### src/rtl/iommu_wsi_gateway.sv
// Level-to-pulse interrupt gateway behind the IOMMU wired-signal outputs.
// Each wire latches into a per-source pending bit; a round-robin arbiter offers one source at a time.

module iommu_wsi_gateway_src (
    input  logic clk_i,
    input  logic rst_i,
    input  logic wire_i,
    input  logic claim_i,
    input  logic complete_i,
    output logic pending_o,
    output logic in_service_o
);

    // pending and in_service are mutually exclusive: a source re-arms only once fully completed
    always_ff @(posedge clk_i) begin
        if (rst_i) begin
            pending_o    <= 1'b0;
            in_service_o <= 1'b0;
        end else begin
            if (claim_i)
                pending_o <= 1'b0;
            else if (wire_i && !pending_o && !in_service_o)
                pending_o <= 1'b1;

            // completion sees pre-edge in_service, so a same-cycle claim wins
            if (claim_i)
                in_service_o <= 1'b1;
            else if (complete_i && in_service_o)
                in_service_o <= 1'b0;
        end
    end

endmodule

module iommu_wsi_gateway #(
    parameter int N_WIRES = 16
) (
    input  logic                               clk_i,
    input  logic                               rst_i,
    input  logic [N_WIRES-1:0]                 wsi_wires_i,
    input  logic [N_WIRES-1:0]                 enable_i,
    output logic                               irq_valid_o,
    output logic [$clog2(N_WIRES)-1:0]         irq_id_o,
    input  logic                               irq_ready_i,
    input  logic                               complete_valid_i,
    input  logic [$clog2(N_WIRES)-1:0]         complete_id_i,
    output logic [N_WIRES-1:0]                 pending_o,
    output logic [N_WIRES-1:0]                 in_service_o
);

    localparam int ID_W = $clog2(N_WIRES);

    typedef enum logic {S_IDLE, S_OFFER} state_t;

    typedef struct packed {
        logic            found;
        logic [ID_W-1:0] id;
    } grant_t;

    state_t              state_q, state_d;
    logic [ID_W-1:0]     id_q;
    logic [ID_W-1:0]     rr_ptr;
    logic                handshake;
    logic [N_WIRES-1:0]  claim;
    logic [N_WIRES-1:0]  complete;
    logic [N_WIRES-1:0]  eligible;
    grant_t              grant;

    assign handshake = (state_q == S_OFFER) && irq_ready_i;
    assign eligible  = pending_o & enable_i;

    for (genvar i = 0; i < N_WIRES; i++) begin : g_src
        assign claim[i]    = handshake && (id_q == ID_W'(i));
        assign complete[i] = complete_valid_i && (complete_id_i == ID_W'(i));

        iommu_wsi_gateway_src u_src (
            .clk_i        (clk_i),
            .rst_i        (rst_i),
            .wire_i       (wsi_wires_i[i]),
            .claim_i      (claim[i]),
            .complete_i   (complete[i]),
            .pending_o    (pending_o[i]),
            .in_service_o (in_service_o[i])
        );
    end

    // First eligible source at or above rr_ptr, wrapping; one extra bit holds the unwrapped sum
    always_comb begin
        logic [ID_W:0] idx;
        grant = '0;
        idx   = '0;
        for (int k = 0; k < N_WIRES; k++) begin
            idx = {1'b0, rr_ptr} + (ID_W+1)'(k);
            if (idx >= (ID_W+1)'(N_WIRES))
                idx = idx - (ID_W+1)'(N_WIRES);
            if (!grant.found && eligible[idx[ID_W-1:0]]) begin
                grant.found = 1'b1;
                grant.id    = idx[ID_W-1:0];
            end
        end
    end

    always_ff @(posedge clk_i) begin
        if (rst_i)
            state_q <= S_IDLE;
        else
            state_q <= state_d;
    end

    always_comb begin
        state_d = state_q;
        case (state_q)
            S_IDLE:  if (grant.found) state_d = S_OFFER;
            S_OFFER: if (irq_ready_i) state_d = S_IDLE;
            default: state_d = S_IDLE;
        endcase
    end

    always_comb begin
        irq_valid_o = (state_q == S_OFFER);
        irq_id_o    = id_q;
    end

    // id is captured only on a new grant, so it holds while offered regardless of enable_i
    always_ff @(posedge clk_i) begin
        if (rst_i) begin
            id_q   <= '0;
            rr_ptr <= '0;
        end else begin
            if (state_q == S_IDLE && grant.found)
                id_q <= grant.id;
            if (handshake)
                rr_ptr <= (id_q == ID_W'(N_WIRES-1)) ? '0 : id_q + 1'b1;
        end
    end

endmodule

### config.mk
export PLATFORM = sky130hd
export DESIGN_NAME = iommu_wsi_gateway
export DESIGN_NICKNAME = d
export VERILOG_FILES = /design/src/rtl/iommu_wsi_gateway.sv
export SDC_FILE = /design/constraint.sdc
export NUM_CORES = 1
export LEC_CHECK = 0
export CORE_ASPECT_RATIO = 0.5
export CORE_UTILIZATION = 28
export CTS_BUF_LIST = sky130_fd_sc_hd__clkbuf_2 sky130_fd_sc_hd__clkbuf_4 sky130_fd_sc_hd__clkbuf_8
export DETAILED_ROUTE_END_ITERATION = 7
export GPL_ROUTABILITY_DRIVEN = 0
export PLACE_DENSITY = 0.48
export SYNTH_ARGS = -nofsm -noshare
export SYNTH_HDL_FRONTEND = slang
export SYNTH_HIERARCHICAL = 1
export SYNTH_SLANG_ARGS = --single-unit
### constraint.sdc
create_clock -name clk_i -period 7.1 [get_ports clk_i]
set_input_delay 0.71 -clock clk_i [delete_from_list [all_inputs] [get_ports clk_i]]
set_output_delay 0.71 -clock clk_i [all_outputs]
set_load 0.01 [all_outputs]
After elaboration in Yosys (flattened, before gate mapping)
Index checks and enable logic that the tools add are counted.
Storage, ports and cells
  flip-flop bits (word level): 41
  bits of input ports: 40
  output and inout port bits: 37
  logic and storage cells: 409
Operators by class
  $add $sub $neg: 32
  magnitude comparators: 32
  equality and inequality tests: 30
  multiplexer cells: 100
  bitwise operators: 2
  reduce and logical (&&, ||, !) cells: 178
Operator list (number)
  logical AND 1 bit: 97
  less-than comparator 4 x 5 -> 1 bit, second input constant: 16
  two-way mux 5 bit: 16
  greater-or-equal comparator 5 bit, second input constant: 15
  two-way mux 4 bit: 17
  binary-select mux 1 bit (select 4 bit): 16
  == test 4 bit, second input constant: 16
  subtractor 4 x 1 -> 4 bit, second input constant: 16
  two-way mux 1 bit: 50
  logical NOT 1 bit: 47
  adder 4 x 4 -> 5 bit, second input constant: 8
  == test 4 x 3 -> 1 bit, second input constant: 8
  nonzero test 2 bit: 16
  OR reduction 2 bit: 16
  adder 4 x 3 -> 5 bit, second input constant: 4
  bitwise AND 16 bit: 1
  == test 4 x 2 -> 1 bit, second input constant: 4
  adder 4 x 2 -> 5 bit, second input constant: 2
  == test 4 x 1 -> 1 bit, second input constant: 2
  logical NOT 4 bit: 2
  adder 4 x 1 -> 5 bit, second input constant: 1
  greater-or-equal comparator 4 x 5 -> 1 bit, second input constant: 1
  adder 4 x 1 -> 4 bit, second input constant: 1
  one-hot mux 1 bit (2 select lines): 1
  NOT 1 bit: 1

Longest topological paths before layout
  word-level depth: 52
  mapped depth: 14
  gate-level depth less buffers: 12

Cells and area by module
The synthesis kept the hierarchy.
By module, submodules not included
  iommu_wsi_gateway: instances 1, cells an instance 405, area each 3249.4 um2, sequential area each 180.2 um2
  iommu_wsi_gateway_src: instances 16, cells an instance 8, area each 76.3 um2, sequential area each 40.0 um2

Worst setup path after synthesis
No wires, ideal clock.
  kind: register -> register
  from: reg rr_ptr[1]
  to: reg id_q[2], in the netlist irq_id_o[2]
  setup time: 120 ps
  data arrival time: 3719 ps
  slack: 3261 ps
  cell stages (with the launch flop): 13
  buffers on the path: 1
  cells stage by stage: dfxtp_1 -> clkinv_1 -> clkbuf_1 -> ha_1 -> xnor2_2 -> mux4_2 -> mux2_4 -> nand3b_4 -> or4_4 -> nor2_4 -> a32o_2 -> a211oi_1 -> o31a_1
Between the ends
  word-level cells in the longest chain between the ends: 51
  elaborated cells on any way between the ends: 142
RTL lines
  from (decl): RTL line 62  | logic [ID_W-1:0] rr_ptr;
  from (signal assigned): RTL line 133  | rr_ptr <= (id_q == ID_W'(N_WIRES-1)) ? '0 : id_q + 1'b1;
  branches (longest 49 deep; another with adder 4 x 1 -> 5 bit)
  two-way mux 5 bit (*): RTL line 96  | if (!grant.found && eligible[idx[ID_W-1:0]]) begin
  logical AND 1 bit: RTL line 130  | if (state_q == S_IDLE && grant.found)
  to (signal assigned): RTL line 131  | id_q <= grant.id;
  to (decl): RTL line 61  | logic [ID_W-1:0] id_q;
Mark *: on every way between the ends. The select of a mux whose other input is x is not followed.
A chain may end at the register's enable or synchronous reset.

Worst setup path in the final report
  from: reg rr_ptr[0]
  to: reg id_q[1], in the netlist irq_id_o[1]
The elaborated chain is that of the path after synthesis.

==> summary.txt <==
Timing
  – Setup violators final: 0
  – Worst Skew: 0.00646 ns
  – Tmin final: 4.52 ns
  – Worst slew pin tran: 1.01 ns
  – RSZ-0062 raised after global routing: false
  – Final hold viol count: 0
  – Max-slew violations: 0
  – Setup TNS: 0 ns
  – Worst setup margin: 2.58 ns
  – Slew headroom: 32.7%
  – Max Clk Rate: 221 MHz
  – Fin crit share: 63.6%

Cells and area
  – Commonest non-fill, non-tap cells in the layout: 75 x clkdlybuf4s50_1, 62 x nor2_1, 47 x nand2_1
  – Final Util: 35.5%
  – Layout Cells excl Fill: 808
  – Area delta synth->final: 23.0%
  – # diodes: 0
  – Commonest non-fill, non-tap cell in the layout: clkdlybuf4s50_1
  – Final nets: 654
  – Share of layout cells above drive strength 1: 15.7%
  – Final std cell area, no fill: 5500 µm²

Detailed routing
  – 1st-iter DRT viols: 389
  – Antenna-violating nets left: 0
  – Remaining DRCs: 0
  – Wire length per cell: 19.6 µm
  – Vias: 4,485
  – WL final: 15.8 mm
  – Vias per cell: 5.55
  – DRT Pass-1 Iters: 6

Logic synthesis
  – Syn Area/Cell: 8.39 µm²
  – Cell count after synthesis: 533
  – Number of synthesized flops with an enable pin: 0
  – Top FF cell, synth: dfxtp_1
  – Netlist cell types: 78
  – Synthesized area: 4470 µm²
  – Flops & latches, synth: 41
  – Asr flop ratio synth: 0%
  – Ys Warns: 6
  – Syn nets: 584
  – Sequential share of the synthesized area: 18.4%

Clocking
  – Root Buffer: clkbuf_8
  – Clk Latency, worst-skew pair: 0.30 ns
  – Cts repair resizes: 0
  – CTS tree: done
  – Clk slew on worst S/H paths: 0.08 ns
  – TritonCTS buffer count: 5
  – CTS sink count: 41
  – Clock buffer depth: 2
  – Post-CTS Setup Bufs: 0
  – Hold_buf cts: 0
  – # H-tree levels: 2

Die
  – Initial Utilization: 28.9%
  – Height of the die: 91.4 µm
  – I/O pin count: 77
  – Core box area: 15,500 µm²
  – DIE AREA: 16,500 µm²
  – Rows: 32
  – Die X: 181 µm

Power and ir drop
  – Worst VDD drop: 0.0000833 V
  – LEAKAGE: 1.90 nW
  – Pwr dens: 263 nW/µm²

Placed design
  – Placed Area: 5380 µm²
  – DP HPWL: 12.3 mm
  – Post-placement cell count: 800
  – Port buffer count: 76
  – Pre-CTS WS: 2.66 ns

GRT
  – Initial antenna violation count: 0
  – First-pass GRT wire length: 24.7 mm
  – Largest net degree at the start of global routing: 52
  – Number of global-route vias before repair: 4,230
  – GRT overflow: 0
  – All-Layer GR Usage: 19.1%

Setup path
  – CP endpoint kind: flip-flop
  – Arr. time, crit path: 4.74 ns
  – Critical path type: flip-flop to flip-flop
  – Critical Path Start Type: flip-flop
  – CP Data Required Time: 7.33 ns
  – Worst Path Max Fanout: 51

Job
  – Max-cap violations: 0

Worst hold path
  – Worst hold path class: flip-flop to flip-flop

Status
  – Status: finished clean
## worst max-delay path, cell delays in order (launching register included)
cell and delay, ns:
dfxtp_2 0.99, inv_1 0.23, ha_1 0.57, clkinv_1 0.41
mux4_1 0.49, mux2i_4 0.34, o21ai_4 0.16, nor3_2 0.35
a31oi_1 0.27, o21a_1 0.21, a211o_1 0.26, a31oi_1 0.15
## metrics by stage
stage / power (mW) / hold slack, ns
after CTS: 1.44 / 0.516
after global routing: 1.54 / 0.533
after floorplan: 0.964 / 0.513
after global placement: 1.25 / 0.496
final: 1.45 / 0.508
after detailed placement: 1.23 / 0.500
## cell families after synthesis
kind of cell,Yosys count,share of synthesized area (%)
simple gates,223,25.2
compound gates,149,24.5
mux,50,20.4
buf+inv,47,5.57
flops,41,18.4
xor+xnor,12,2.85
fa+ha+maj,11,3.08
## path summary, 6_finish.rpt
| check | end | depth (start not counted) | startpoint | slack (ns) |
|---|---|---|---|---|
| max | irq_id_o[1]$_SDFFE_PP0P_ | 11 | rr_ptr[0]$_SDFFE_PP0P_ | 2.58 |
| min | g_src[2].u_src/in_service_o$_SDFFE_PP0P_ | 2 | g_src[2].u_src/in_service_o$_SDFFE_PP0P_ | 0.51 |
| max reg2reg | irq_id_o[1]$_SDFFE_PP0P_ | 11 | rr_ptr[0]$_SDFFE_PP0P_ | 2.58 |
| min reg2reg | g_src[2].u_src/in_service_o$_SDFFE_PP0P_ | 2 | g_src[2].u_src/in_service_o$_SDFFE_PP0P_ | 0.51 |
## metal layers
layer / wire length (µm) / vias up / share of wire (%) / GRT usage [%]
li1: - / 2111 / - / -
met1: 7390 / 2158 / 47 / 26.8
met2: 6960 / 174 / 44 / 29.8
met3: 991 / 42 / 6.3 / 3.25
met4: 473 / 0 / 3.0 / 5.98
met5: 0 / - / 0 / 0
## power by group
part           switching [mW]  total (mW)  internal, mW  leakage (nW)
sequential             0.0613       0.320         0.259         0.338
combinational           0.534       0.929         0.395          1.50
clock                  0.0816       0.200         0.119        0.0619
## sequential cells by signal, indices dropped and copies added (netlist names)
signal,flops
irq_valid_o,1
g_src.u_src/pending_o,16
rr_ptr,4
irq_id_o,4
g_src.u_src/in_service_o,16
## Yosys cell counts (5+ instances only)
| cell type | instances | area [µm²] |
|---|---|---|
| nor2b_1 | 17 | 106 |
| nand3_1 | 24 | 120 |
| a211oi_1 | 7 | 52.6 |
| mux2_2 | 7 | 78.8 |
| o21a_1 | 20 | 150 |
| nand2_1 | 47 | 176 |
| mux4_2 | 25 | 563 |
| a21oi_2 | 16 | 140 |
| a22oi_1 | 8 | 60.1 |
| buf_2 | 5 | 25.0 |
| dfxtp_1 | 41 | 821 |
| nor3_1 | 12 | 60.1 |
| mux2i_1 | 9 | 90.1 |
| xnor2_1 | 6 | 52.6 |
| a21oi_1 | 19 | 95.1 |
| and2_1 | 18 | 113 |
| a31oi_1 | 6 | 37.5 |
| a221oi_1 | 5 | 43.8 |
| ha_1 | 11 | 138 |
| nand2b_1 | 21 | 131 |
| nor2_1 | 62 | 233 |
| o22ai_1 | 9 | 56.3 |
| inv_1 | 23 | 86.3 |
| o21ai_0 | 15 | 75.1 |
| o21ai_1 | 12 | 60.1 |
## layout make-up
| cell class | count | area [µm²] |
|---|---|---|
| well taps | 204 | 255 |
| inverters | 29 | 109 |
| flip-flops and latches | 41 | 822 |
| clock inverters | 1 | 30.0 |
| multi-input cells | 445 | 3400 |
| clock buffers | 7 | 90.1 |
| fillers | 1573 | 9990 |
| repair buffers | 81 | 793 |
Note: power is estimated with default switching activity, not from simulation.
